### config.mk
export PLATFORM = sky130hd
export DESIGN_NAME = proc_control
export DESIGN_NICKNAME = d
export VERILOG_FILES = /design/src/rtl/proc_pkg.sv /design/src/rtl/dec3to8.sv /design/src/rtl/proc_control.sv
export SDC_FILE = /design/constraint.sdc
export NUM_CORES = 1
export LEC_CHECK = 0
export CORE_MARGIN = 2
export CORE_UTILIZATION = 39
export CTS_CLUSTER_DIAMETER = 50
export DETAILED_ROUTE_END_ITERATION = 6
export HOLD_SLACK_MARGIN = 0.1
export PLACE_DENSITY = 0.8
export RECOVER_POWER = 100
export REMOVE_ABC_BUFFERS = 1
export SLEW_MARGIN = 20
export SYNTH_ARGS = -nofsm -noshare
export SYNTH_HDL_FRONTEND = slang
export SYNTH_HIERARCHICAL = 1
export SYNTH_SLANG_ARGS = --single-unit
### constraint.sdc
create_clock -name Clock -period 2.35 [get_ports Clock]
set_clock_uncertainty 0.15 [all_clocks]
set_input_delay 0.5875 -clock Clock [delete_from_list [all_inputs] [get_ports Clock]]
set_output_delay 0.5875 -clock Clock [all_outputs]
set_load 0.1 [all_outputs]
### src/rtl/proc_pkg.sv
// Shared definitions for the processor control path: opcodes, ALU operation codes
// and the timestep encoding of the control FSM.
package proc_pkg;

   localparam logic [3:0] OP_MV   = 4'b0000;
   localparam logic [3:0] OP_MVI  = 4'b0001;
   localparam logic [3:0] OP_ADD  = 4'b0010;
   localparam logic [3:0] OP_SUB  = 4'b0011;
   localparam logic [3:0] OP_SLT  = 4'b0100;
   localparam logic [3:0] OP_SLL  = 4'b0101;
   localparam logic [3:0] OP_SRL  = 4'b0110;
   localparam logic [3:0] OP_AND  = 4'b0111;
   localparam logic [3:0] OP_MVNZ = 4'b1000;

   localparam logic [3:0] ALU_ADD = 4'b0000;
   localparam logic [3:0] ALU_SUB = 4'b0001;
   localparam logic [3:0] ALU_SLT = 4'b0010;
   localparam logic [3:0] ALU_SLL = 4'b0011;
   localparam logic [3:0] ALU_SRL = 4'b0100;
   localparam logic [3:0] ALU_AND = 4'b0101;

   typedef enum logic [1:0] {
      T0 = 2'd0,
      T1 = 2'd1,
      T2 = 2'd2,
      T3 = 2'd3
   } state_t;

   function automatic logic is_alu_op(input logic [3:0] op);
      return (op >= OP_ADD) && (op <= OP_AND);
   endfunction

   function automatic logic [3:0] alu_code(input logic [3:0] op);
      logic [3:0] code;
      case (op)
         OP_SUB:  code = ALU_SUB;
         OP_SLT:  code = ALU_SLT;
         OP_SLL:  code = ALU_SLL;
         OP_SRL:  code = ALU_SRL;
         OP_AND:  code = ALU_AND;
         default: code = ALU_ADD;
      endcase
      return code;
   endfunction

endpackage

### src/rtl/dec3to8.sv
// Index to one-hot decoder with enable; drives the register-file write and
// bus-drive selects.
module dec3to8 #(
   parameter int IDX_W = 3
) (
   input  logic [IDX_W-1:0]    idx,
   input  logic                en,
   output logic [2**IDX_W-1:0] onehot
);

   always_comb begin
      onehot = '0;
      if (en) onehot[idx] = 1'b1;
   end

endmodule

### src/rtl/proc_control.sv
// Multi-cycle control FSM for the 16-bit processor datapath: fetches into IR in T0,
// then sequences register, bus, A/G and ALU controls over T1..T3.
module proc_control
   import proc_pkg::*;
#(
   parameter int DATA_W = 16,
   parameter int REG_W  = 3
) (
   input  logic                Clock,
   input  logic                Resetn,
   input  logic                Run,
   input  logic [DATA_W-1:0]   DIN,
   input  logic                G_nz,
   output logic                IRin,
   output logic [2**REG_W-1:0] Rin,
   output logic [2**REG_W-1:0] Rout,
   output logic                DINout,
   output logic                Gout,
   output logic                Ain,
   output logic                Gin,
   output logic [3:0]          alu_op,
   output logic                Done,
   output logic [DATA_W-1:0]   IR
);

   state_t            state, state_next;
   logic [DATA_W-1:0] ir_q;
   logic [3:0]        opcode;
   logic [REG_W-1:0]  rx, ry, rout_idx;
   logic              irin_raw, rin_en, rout_en;

   assign opcode = ir_q[15:12];
   assign rx     = ir_q[11:9];
   assign ry     = ir_q[8:6];
   assign IR     = ir_q;

   // NOTE: state-holding processes use non-blocking assignments only, so every
   // flop samples the values from before the edge regardless of statement order.
   always_ff @(posedge Clock or negedge Resetn) begin
      if (!Resetn) begin
         state <= T0;
         ir_q  <= '0;
      end else begin
         state <= state_next;
         if (state == T0 && Run) ir_q <= DIN;
      end
   end

   // NOTE: every signal written here gets a default first; a path that skips an
   // assignment would otherwise infer a latch.
   always_comb begin
      state_next = state;
      irin_raw   = 1'b0;
      rin_en     = 1'b0;
      rout_en    = 1'b0;
      rout_idx   = ry;
      DINout     = 1'b0;
      Gout       = 1'b0;
      Ain        = 1'b0;
      Gin        = 1'b0;
      alu_op     = ALU_ADD;
      Done       = 1'b0;

      case (state)
         T0: begin
            irin_raw = Run;
            if (Run) state_next = T1;
         end
         T1: begin
            if (is_alu_op(opcode)) begin
               rout_en    = 1'b1;
               rout_idx   = rx;
               Ain        = 1'b1;
               state_next = T2;
            end else begin
               case (opcode)
                  OP_MV: begin
                     rout_en = 1'b1;
                     rin_en  = 1'b1;
                  end
                  OP_MVI: begin
                     DINout = 1'b1;
                     rin_en = 1'b1;
                  end
                  OP_MVNZ: begin
                     rout_en = G_nz;
                     rin_en  = G_nz;
                  end
                  default: ;
               endcase
               Done       = 1'b1;
               state_next = T0;
            end
         end
         T2: begin
            rout_en    = 1'b1;
            Gin        = 1'b1;
            alu_op     = alu_code(opcode);
            state_next = T3;
         end
         T3: begin
            Gout       = 1'b1;
            rin_en     = 1'b1;
            Done       = 1'b1;
            state_next = T0;
         end
         default: state_next = T0;
      endcase
   end

   // Reset holds the FSM in T0, where IRin is the only output still tied to Run.
   assign IRin = irin_raw & Resetn;

   dec3to8 #(.IDX_W(REG_W)) u_dec_rin (
      .idx    (rx),
      .en     (rin_en),
      .onehot (Rin)
   );

   dec3to8 #(.IDX_W(REG_W)) u_dec_rout (
      .idx    (rout_idx),
      .en     (rout_en),
      .onehot (Rout)
   );

endmodule
# After elaboration in Yosys (flattened, before gate mapping)
# Index checks and enable logic that the tools add are counted.
[word_totals]
reg_bits = 18
inputBits = 20
output_inout_bits = 42
[classes]
order_cmp = 6
eq_ne = 11
muxes = 29
bitwise = 1
reduce_logical = 7
[ops]
columns = ["op", "count"]
rows = [
  ["== test 4 x 3 -> 1 bit, second input constant", 4],
  ["two-way mux 8 bit", 2],
  ["case mux 3 bit (5 select lines)", 1],
  ["two-way mux 1 bit", 13],
  ["case mux 1 bit (2 select lines)", 5],
  ["two-way mux 3 bit", 3],
  ["less-than comparator 3 x 4 -> 1 bit, second input constant", 2],
  ["case mux 2 bit (4 select lines)", 1],
  ["demux 1 bit (select 3 bit)", 2],
  ["greater-or-equal comparator 3 x 1 -> 1 bit, second input constant", 2],
  ["== test 2 bit, second input constant", 2],
  ["== test 4 x 1 -> 1 bit, second input constant", 1],
  ["== test 4 x 2 -> 1 bit, second input constant", 1],
  ["== test 4 bit, second input constant", 1],
  ["greater-or-equal comparator 4 x 2 -> 1 bit, second input constant", 1],
  ["less-or-equal comparator 4 x 3 -> 1 bit, second input constant", 1],
  ["logical AND 1 bit", 4],
  ["logical NOT 4 bit", 1],
  ["two-way mux 2 bit", 2],
  ["== test 2 x 1 -> 1 bit, second input constant", 1],
  ["logical NOT 2 bit", 1],
  ["!= test 2 bit, second input constant", 1],
  ["OR reduction 2 bit", 1],
  ["bitwise AND 1 bit", 1],
]

# Logic depth before layout (Yosys ltp)
# Gate-level depths: netlist of run 1.
[logic_depth]
ltp_word = 9
depth_mapped = 6
ltp_nobuf = 6

# By module
# Netlist of run 1, hierarchy kept.
[by_module_without_submodules]
columns = ["mod", "instances", "cells_per_inst", "area_each_um2", "seq_area_each_um2"]
rows = [
  ["proc_control", 1, 73, 988.4, 450.4],
  ["dec3to8 (u_dec_rin)", 1, 8, 96.3, 0.0],
  ["dec3to8 (u_dec_rout)", 1, 8, 95.1, 0.0],
]

# Worst setup path before layout of run 1
# Ideal clock, no wire load.
[synth_path]
kind = "flip-flop to output port"
startpoint = "register ir_q[13], in the netlist IR[13]"
endpoint = "output port Rout[0]"
t_arrival_ps = 3866
setup_slack_ps = -2253
path_stages_with_launch = 5
cell_sequence = "dfrtp_1 nor2_4 nor2_4 mux2_4 nor4b_2"
[synth_via]
elab_chain_len = 9
[synth_lines]
columns = ["element", "line_no", "text"]
rows = [
  ["start, declared", "proc_control.sv:27", "logic [DATA_W-1:0] ir_q;"],
  ["start signal, assigned", "proc_control.sv:42", "ir_q <= '0;"],
  ["start signal, assigned", "proc_control.sv:45", "if (state == T0 && Run) ir_q <= DIN;"],
  ["greater-or-equal comparator 4 x 2 -> 1 bit / less-or-equal comparator 4 x 3 -> 1 bit (equally long branches)", "proc_pkg.sv:30", "return (op >= OP_ADD) && (op <= OP_AND);"],
  ["logical AND 1 bit (*)", "proc_pkg.sv:30", ""],
  ["two-way mux 3 bit (*)", "proc_control.sv:70", "if (is_alu_op(opcode)) begin"],
  ["two-way mux 3 bit (*)", "proc_control.sv:64", "case (state)"],
  ["named net rout_idx[0]", "proc_control.sv:29", "logic [REG_W-1:0] rx, ry, rout_idx;"],
  ["less-than comparator 3 x 4 -> 1 bit (not written as such) / greater-or-equal comparator 3 x 1 -> 1 bit (equally long branches)", "dec3to8.sv:13", "if (en) onehot[idx] = 1'b1;"],
  ["logical AND 1 bit (not written as such)", "dec3to8.sv:13", ""],
  ["two-way mux 1 bit (not written as such)", "dec3to8.sv:13", ""],
  ["demux 1 bit (select 3 bit) (*)", "--", ""],
  ["two-way mux 8 bit (*)", "dec3to8.sv:13", ""],
  ["end, declared", "proc_control.sv:16", "output logic [2**REG_W-1:0] Rout,"],
]
# Mark *: on every way through the listed nets, which the timed path passes. The rest lies on a longest branch.

==> results.tsv, run 1 <==
stage	metric	value	unit
timing	Final WS setup	-0.485	ns
timing	setup violators final	19	
worst_setup_path	Arr. time, crit path	2.10	ns
synth	Synth cell types	32	
global_route	total track usage	21.3	%
placement	DP Wirelength	2650	um
detailed_routing	drt drc	0	
worst_setup_path	worst-path cell chain	inv_2, ha_4, nand2b_4, nor2_4, mux2_4, nor4b_4, buf_12	
clocking	cts bufs inserted	3	
detailed_routing	routed len/inst	17.1	um
layout	share of layout cells above drive strength 1	61.5	%
detailed_routing	final wirelength	3500	um
clocking	clock sinks	18	
floorplan	Ports	62	
timing	Final Critical Period	2.83	ns
outcome	status	complete, but fails checks	
clocking	# H-tree levels	1	
run	Max-cap violations	0	
synth	Syn Std Cell Area	1180	um2
global_route	first-pass GRT wire length	5500	um
clocking	clock latency on the worst-skew pair	0.31	ns
worst_setup_path	Slowest cell on crit path	dfrtp_1	
layout	fin nets	200	
synth	Synth Flop Type	dfrtp_1	
synth	register area share after synthesis	38.2	%
worst_setup_path	Max FO, Critical Path	8	
placement	GPL Wtd Cong	0.816	
synth	average size of a mapped cell	13.3	um2
layout	cell area after layout	2290	um2
synth	top post-synthesis cells by area	dfrtp_1 (38%), mux2_4 (17%), mux2_2 (5.7%), ha_1 (5.3%), and4b_2 (4.8%)	
detailed_routing	DR vias	1058	
worst_setup_path	startpoint types	flop	
synth	Yosys Warn Count	6	
synth	FFs w/ async S/R, synth	100	%
floorplan	full die area	3480	um2
synth	post-synth top area share	38.2	%
global_route	gr ovfl total	0	
clocking	clock-pin slew on the worst setup and hold paths	0.11	ns
outcome	failing checks	negative setup slack	
layout	ant diodes	0	
timing	measured slew at the worst slew-check pin	1.02	ns
timing	count of final max-slew check failures	0	
global_route	vias in the first global route	1125	
synth	number of synthesized flops with an enable pin	0	
clocking	Clock Path Buffers	2	
global_route	largest net degree at the start of global routing	19	
timing	Hold Vio Cnt, Final	0	
layout	P&R area growth vs syn	94.2	%
floorplan	die height	59.0	um
placement	DP Area	2200	um2
detailed_routing	Final ANT Viol Nets	0	
layout	commonest non-fill, non-tap cell in the layout	buf_12	
detailed_routing	routed vias/inst	5.16	
synth	largest area contributor in the netlist	dfrtp_1	
clocking	number of hold buffers added after CTS	0	
synth	Synth Instances	89	
worst_setup_path	r2r setup slk	0.39	ns
worst_setup_path	crit end category	output port	
worst_hold_path	Hold Crit Class	flop to flop	
floorplan	core area	2810	um2
floorplan	Initial Util	42.1	%
global_route	initial antenna violation count	0	
timing	Fmax	0.353	GHz
floorplan	# rows	19	
timing	relative slew slack	32.0	%
layout	commonest non-fill, non-tap cells in the layout	buf_12 (27), dfrtp_1 (18), clkdlybuf4s50_1 (16), buf_4 (14), clkbuf_2 (10)	
worst_setup_path	CP peak stage delay	0.40	ns
worst_setup_path	reg2reg start	state[0]	
clocking	CTS tree	built	
worst_setup_path	critical path class	flop to output port	
placement	I/O Buffers	60	
worst_setup_path	worst path required time	1.61	ns
clocking	CTS Root Cell	clkbuf_4	
detailed_routing	DRT Pass-1 Iters	4	
detailed_routing	DR iter-0 viols	11	
floorplan	Die Width	59.0	um
worst_hold_path	origin of the worst min-delay path	IR[4]	
synth	Synth Register Bits	18	
timing	RSZ-0062 raised after global routing	true	
timing	Final period util	121	%
-- cell families after synthesis --
kind of cell | synth area share, %
AO/OA/AOI/OAI | 4.67
adder cells (fa/ha/maj) | 5.30
buffers and inverters | 3.29
flip-flops | 38.2
multiplexers | 22.3
other | 0.318
AND/OR/NAND/NOR | 26.0
-- per-stage QoR --
| step | setup WS, ns | cells | hold WS (ns) | utilization, % | TNS, ns |
|---|---|---|---|---|---|
| after global placement | -0.539 | 194 | 0.349 | 78.3 | -6.28 |
| after CTS | -0.505 | 203 | 0.379 | 84.1 | -5.67 |
| after floorplan | -2.25 | 87 | 0.142 | - | -20.39 |
| after global routing | -0.566 | 205 | 0.374 | 81.7 | -7.55 |
| after detailed placement | -0.620 | 194 | 0.351 | 78.3 | -6.98 |
| final | -0.485 | 205 | 0.360 | 81.7 | -5.73 |
-- critical path, delay by kind of cell (launching register included) --
family                   cells  cell delay [ns]
adder cells (fa/ha/maj)      1             0.15
buffers and inverters        2             0.30
flip-flops                   1             0.40
multiplexers                 1             0.36
AND/OR/NAND/NOR              3             0.57
-- cell type report --
type                            count  area, um2
Fill cell                         169        514
Tap cell                           31       38.8
Multi-Input combinational cell     66        769
Clock buffer                        4       36.3
Timing Repair Buffer               83        980
Inverter                            3       16.3
Sequential cell                    18        450
-- synthesized netlist by cell type (3+ instances only) --
cell / number
and4bb_2: 4
nand2_1: 3
and4b_2: 5
nor2_1: 3
dfrtp_1: 18
mux2_2: 6
ha_1: 5
inv_1: 3
o21ai_0: 3
mux2_4: 13
-- layer usage --
layer / up-vias / track usage, % / routed length [um]
met5: - / 0 / 0
met1: 513 / 26.1 / 1380
met2: 41 / 37.8 / 1940
met4: 0 / 4.87 / 17
met3: 2 / 5.24 / 169
li1: 502 / - / -
-- registers in the layout (all words and copies together) (netlist names), named ones only --
name and flops:
IR 16, state 1
-- path summary, 6_finish.rpt --
check	cells after the start	endpoint
min	1	IR[4]
min in group asynchronous	2	IR[2]
min reg2reg	1	IR[4]
max	7	Rout[0]
max reg2reg	5	IR[12]
max in group asynchronous	2	IR[14]
-- repair_timing --
item,CTS,global route
cloned,0,0
resized for setup,23,11
hold endpoints to repair,0,0
setup endpoints to repair,21,22
setup buffers,5,4
pin swaps,14,13
Power of run 1 is left out: the tool's default activity adds up to more than one toggle a clock period on the data nets, which glitch-free logic cannot reach.
==> run 2, diff against run 1 <==
Settings changed: SYNTH_HIERARCHICAL 1 to not set, TNS_END_PERCENT set to 30.
==> run 2 against run 1 <==
The flow still finishes with violations (negative setup slack). Die area down 1.7%. Synthesized cell count increased by 21%. Final cell count increased by 12%. Critical path depth is 2 higher. Critical path type unchanged. Critical endpoint is now Rout[3].
==> results.tsv, run 2 <==
stage	metric	value	unit	change
outcome	status	complete, but fails checks		unchanged
outcome	failing checks	negative setup slack		unchanged
worst_setup_path	Slowest cell on crit path	dfrtp_1		unchanged
floorplan	core area	2780	um2	was 2810 um2
layout	cell area after layout	2510	um2	was 2290 um2
timing	Final WS setup	-0.544	ns	was -0.485 ns
detailed_routing	routed vias/inst	5.61		was 5.16
timing	Hold Vio Cnt, Final	0		unchanged
synth	Syn Std Cell Area	1160	um2	was 1180 um2
synth	average size of a mapped cell	10.7	um2	was 13.3 um2
floorplan	die height	58.5	um	was 59.0 um
worst_setup_path	most frequent CP cell	buf_6		
timing	tightest hold margin	0.378	ns	was 0.360 ns
detailed_routing	DR vias	1285		was 1058
layout	fin cells	229		was 205
synth	FFs w/ async S/R, synth	100	%	unchanged
clocking	clock-pin slew on the worst setup and hold paths	0.11	ns	about the same
layout	commonest non-fill, non-tap cells in the layout	buf_4 (36), buf_12 (30), clkdlybuf4s50_1 (17), dfrtp_1 (16), mux2_2 (16)		was buf_12 (27), dfrtp_1 (18), clkdlybuf4s50_1 (16), buf_4 (14), clkbuf_2 (10)
floorplan	full die area	3420	um2	was 3480 um2
floorplan	Ports	62		unchanged
synth	register area share after synthesis	38.9	%	was 38.2%
worst_setup_path	startpoint types	flop		unchanged
worst_setup_path	worst-path cell chain	inv_2, buf_4, buf_6, ha_4, o31a_1, buf_6, nor3b_4, buf_6, buf_12		was inv_2, ha_4, nand2b_4, nor2_4, mux2_4, nor4b_4, buf_12
layout	fin nets	224		was 200
timing	relative slew slack	33.3	%	was 32.0%
clocking	# H-tree levels	1		unchanged
timing	count of final max-slew check failures	0		unchanged
synth	Synth Flop Type	dfrtp_1		unchanged
clocking	Clock Path Buffers	2		unchanged
floorplan	Die Width	58.5	um	was 59.0 um
global_route	gr ovfl total	0		unchanged
global_route	total track usage	29.5	%	was 21.3%
synth	number of synthesized flops with an enable pin	0		unchanged
detailed_routing	final wirelength	4990	um	was 3500 um
detailed_routing	DRT Pass-1 Iters	4		unchanged
placement	DP Area	2210	um2	was 2200 um2
layout	commonest non-fill, non-tap cell in the layout	buf_4		was buf_12
clocking	CTS Root Cell	clkbuf_4		unchanged
synth	Synth Register Bits	18		unchanged
placement	DP Wirelength	2740	um	was 2650 um
layout	P&R area growth vs syn	116	%	was 94.2%
clocking	number of hold buffers added after CTS	0		unchanged
detailed_routing	DR iter-0 viols	54		was 11
clocking	clock sinks	18		unchanged
synth	Synth Area in Compound Gates	13.4	%	was 4.67%
floorplan	# rows	19		unchanged
detailed_routing	routed len/inst	21.8	um	was 17.1 um
global_route	initial antenna violation count	0		unchanged
timing	Final period util	123	%	was 121%
clocking	CTS tree	built		unchanged
synth	post-synthesis mux area share	18.1	%	was 22.3%
synth	Synth top cells by count	dfrtp_1 (18), mux2_2 (16), nor2_1 (9)		was dfrtp_1 (18), mux2_4 (13), mux2_2 (6), and4b_2 (5), ha_1 (5)
floorplan	Initial Util	41.7	%	was 42.1%
synth	Synth Area in Simple Gates	20.1	%	was 26.0%
synth	most numerous cell in the Yosys netlist	dfrtp_1		unchanged
timing	setup violators final	21		was 19
worst_setup_path	worst path required time	1.61	ns	about the same
global_route	vias in the first global route	1363		was 1125
layout	fillcell total	109		was 169
timing	RSZ-0062 raised after global routing	true		unchanged
layout	ant diodes	0		unchanged
layout	share of layout cells above drive strength 1	68.2	%	was 61.5%
worst_setup_path	crit end category	output port		unchanged
worst_setup_path	Arr. time, crit path	2.16	ns	was 2.10 ns
timing	Final Critical Period	2.89	ns	was 2.83 ns
clocking	cts bufs inserted	3		unchanged
worst_hold_path	Hold Crit Class	flop to flop		unchanged
synth	post-synth top area share	38.9	%	was 38.2%
synth	Synth Instances	108		was 89
synth	Synth cell types	37		was 32
timing	Fmax	0.346	GHz	was 0.353 GHz
detailed_routing	Final ANT Viol Nets	0		unchanged
synth	Post-Synth XOR/XNOR Area	0	%	unchanged
clocking	clock latency on the worst-skew pair	0.31	ns	about the same
synth	Yosys Warn Count	0		was 6
timing	measured slew at the worst slew-check pin	1.00	ns	was 1.02 ns
synth	top post-synthesis cells by area	dfrtp_1 (39%), mux2_2 (16%), ha_1 (5.4%), nor3b_1 (3.2%), nor2_1 (2.9%)		was dfrtp_1 (38%), mux2_4 (17%), mux2_2 (5.7%), ha_1 (5.3%), and4b_2 (4.8%)
worst_setup_path	critical path class	flop to output port		unchanged
placement	pre-CTS WS	-0.578	ns	was -0.620 ns
worst_setup_path	Max FO, Critical Path	4		was 8
synth	Post-Synth Adder-Cell Area	5.40	%	was 5.30%
placement	Post-Place Cells	217		was 194
worst_setup_path	CP peak stage delay	0.40	ns	about the same
placement	GPL Wtd Cong	0.897		was 0.816
global_route	first-pass GRT wire length	7260	um	was 5500 um
detailed_routing	drt drc	0		unchanged
synth	largest family of logic cells by synthesized area	simple AND/OR/NAND/NOR gates		unchanged
run	Max-cap violations	0		unchanged
layout	Largest register FFs	16		unchanged
synth	largest area contributor in the netlist	dfrtp_1		unchanged
global_route	largest net degree at the start of global routing	19		unchanged
placement	I/O Buffers	60		unchanged
## run 2: cell types whose count changed in the layout (fill, tap and decap cells not counted), sizes merged, moves of 5 or more
| cell | change |
|---|---|
| clkbuf | -16 |
| and4bb | -6 |
| buf | +23 |
| and4b | -6 |
| nor2 | +5 |
| nor3b | +5 |
## run 2: cell type report
class                      instances  area (um2)  area share (%)
clock buffer                       4        36.3            1.45
multi-input combinational         82         853            34.0
timing repair buffer              90        1110            44.2
sequential                        18         453            18.1
inverter                           4        17.5           0.699
tap                               31        38.8            1.55
## run 2: worst max-delay path: cells and delay by family, from the launching register on
| kind | cells | cell delay, ns |
|---|---|---|
| DFF | 1 | 0.40 |
| and+or+nand+nor | 1 | 0.22 |
| AOI/OAI and AO/OA | 1 | 0.21 |
| buffers and inverters | 6 | 0.76 |
| adders and majority gates | 1 | 0.25 |
## run 2: logic make-up (layout without fill, tap and decap cells)
| logic type | after synthesis | after routing |
|---|---|---|
| and+or+nand+nor | 39 | 39 |
| AOI/OAI and AO/OA | 19 | 19 |
| muxes | 18 | 18 |
| DFF | 18 | 18 |
| buffers and inverters | 8 | 98 |
| adders and majority gates | 5 | 5 |
| other | 1 | 1 |
## run 2: per-layer routing
| metal | vias up | track usage, % | part of all wire (%) | routed length (um) |
|---|---|---|---|---|
| li1 | 559 | - | - | - |
| met1 | 626 | 32.7 | 37 | 1860 |
| met2 | 88 | 52.6 | 53 | 2640 |
| met3 | 12 | 5.71 | 7.2 | 359 |
| met4 | 0 | 15.9 | 2.6 | 132 |
| met5 | - | 0 | 0 | 0 |
## run 2: final timing paths
check	start	endpoint	slack, ns	cells past startpoint
min reg2reg	IR[2]	IR[2]	0.38	1
max in group asynchronous	Resetn	IR[13]	0.51	2
min	IR[2]	IR[2]	0.38	1
min in group asynchronous	Resetn	IR[14]	0.88	2
max reg2reg	flop	IR[0]	0.51	7
max	flop	Rout[3]	-0.54	9
## run 2: timing repair
item | in CTS | in global routing
gates resized for setup | 42 | 13
pin swaps | 9 | 5
endpoints found under the setup margin | 20 | 21
endpoints found under the hold margin | 0 | 0
setup buffers | 6 | 3
## run 2: metrics by stage
step	util [%]	TNS [ns]
2_1_floorplan	-	-29.64
3_3_place_gp	79.4	-5.12
3_5_place_dp	79.4	-5.99
4_1_cts	88.2	-6.62
5_1_grt	90.1	-9.43
6_report	90.1	-8.30
Power of run 2 is left out for the same reason.
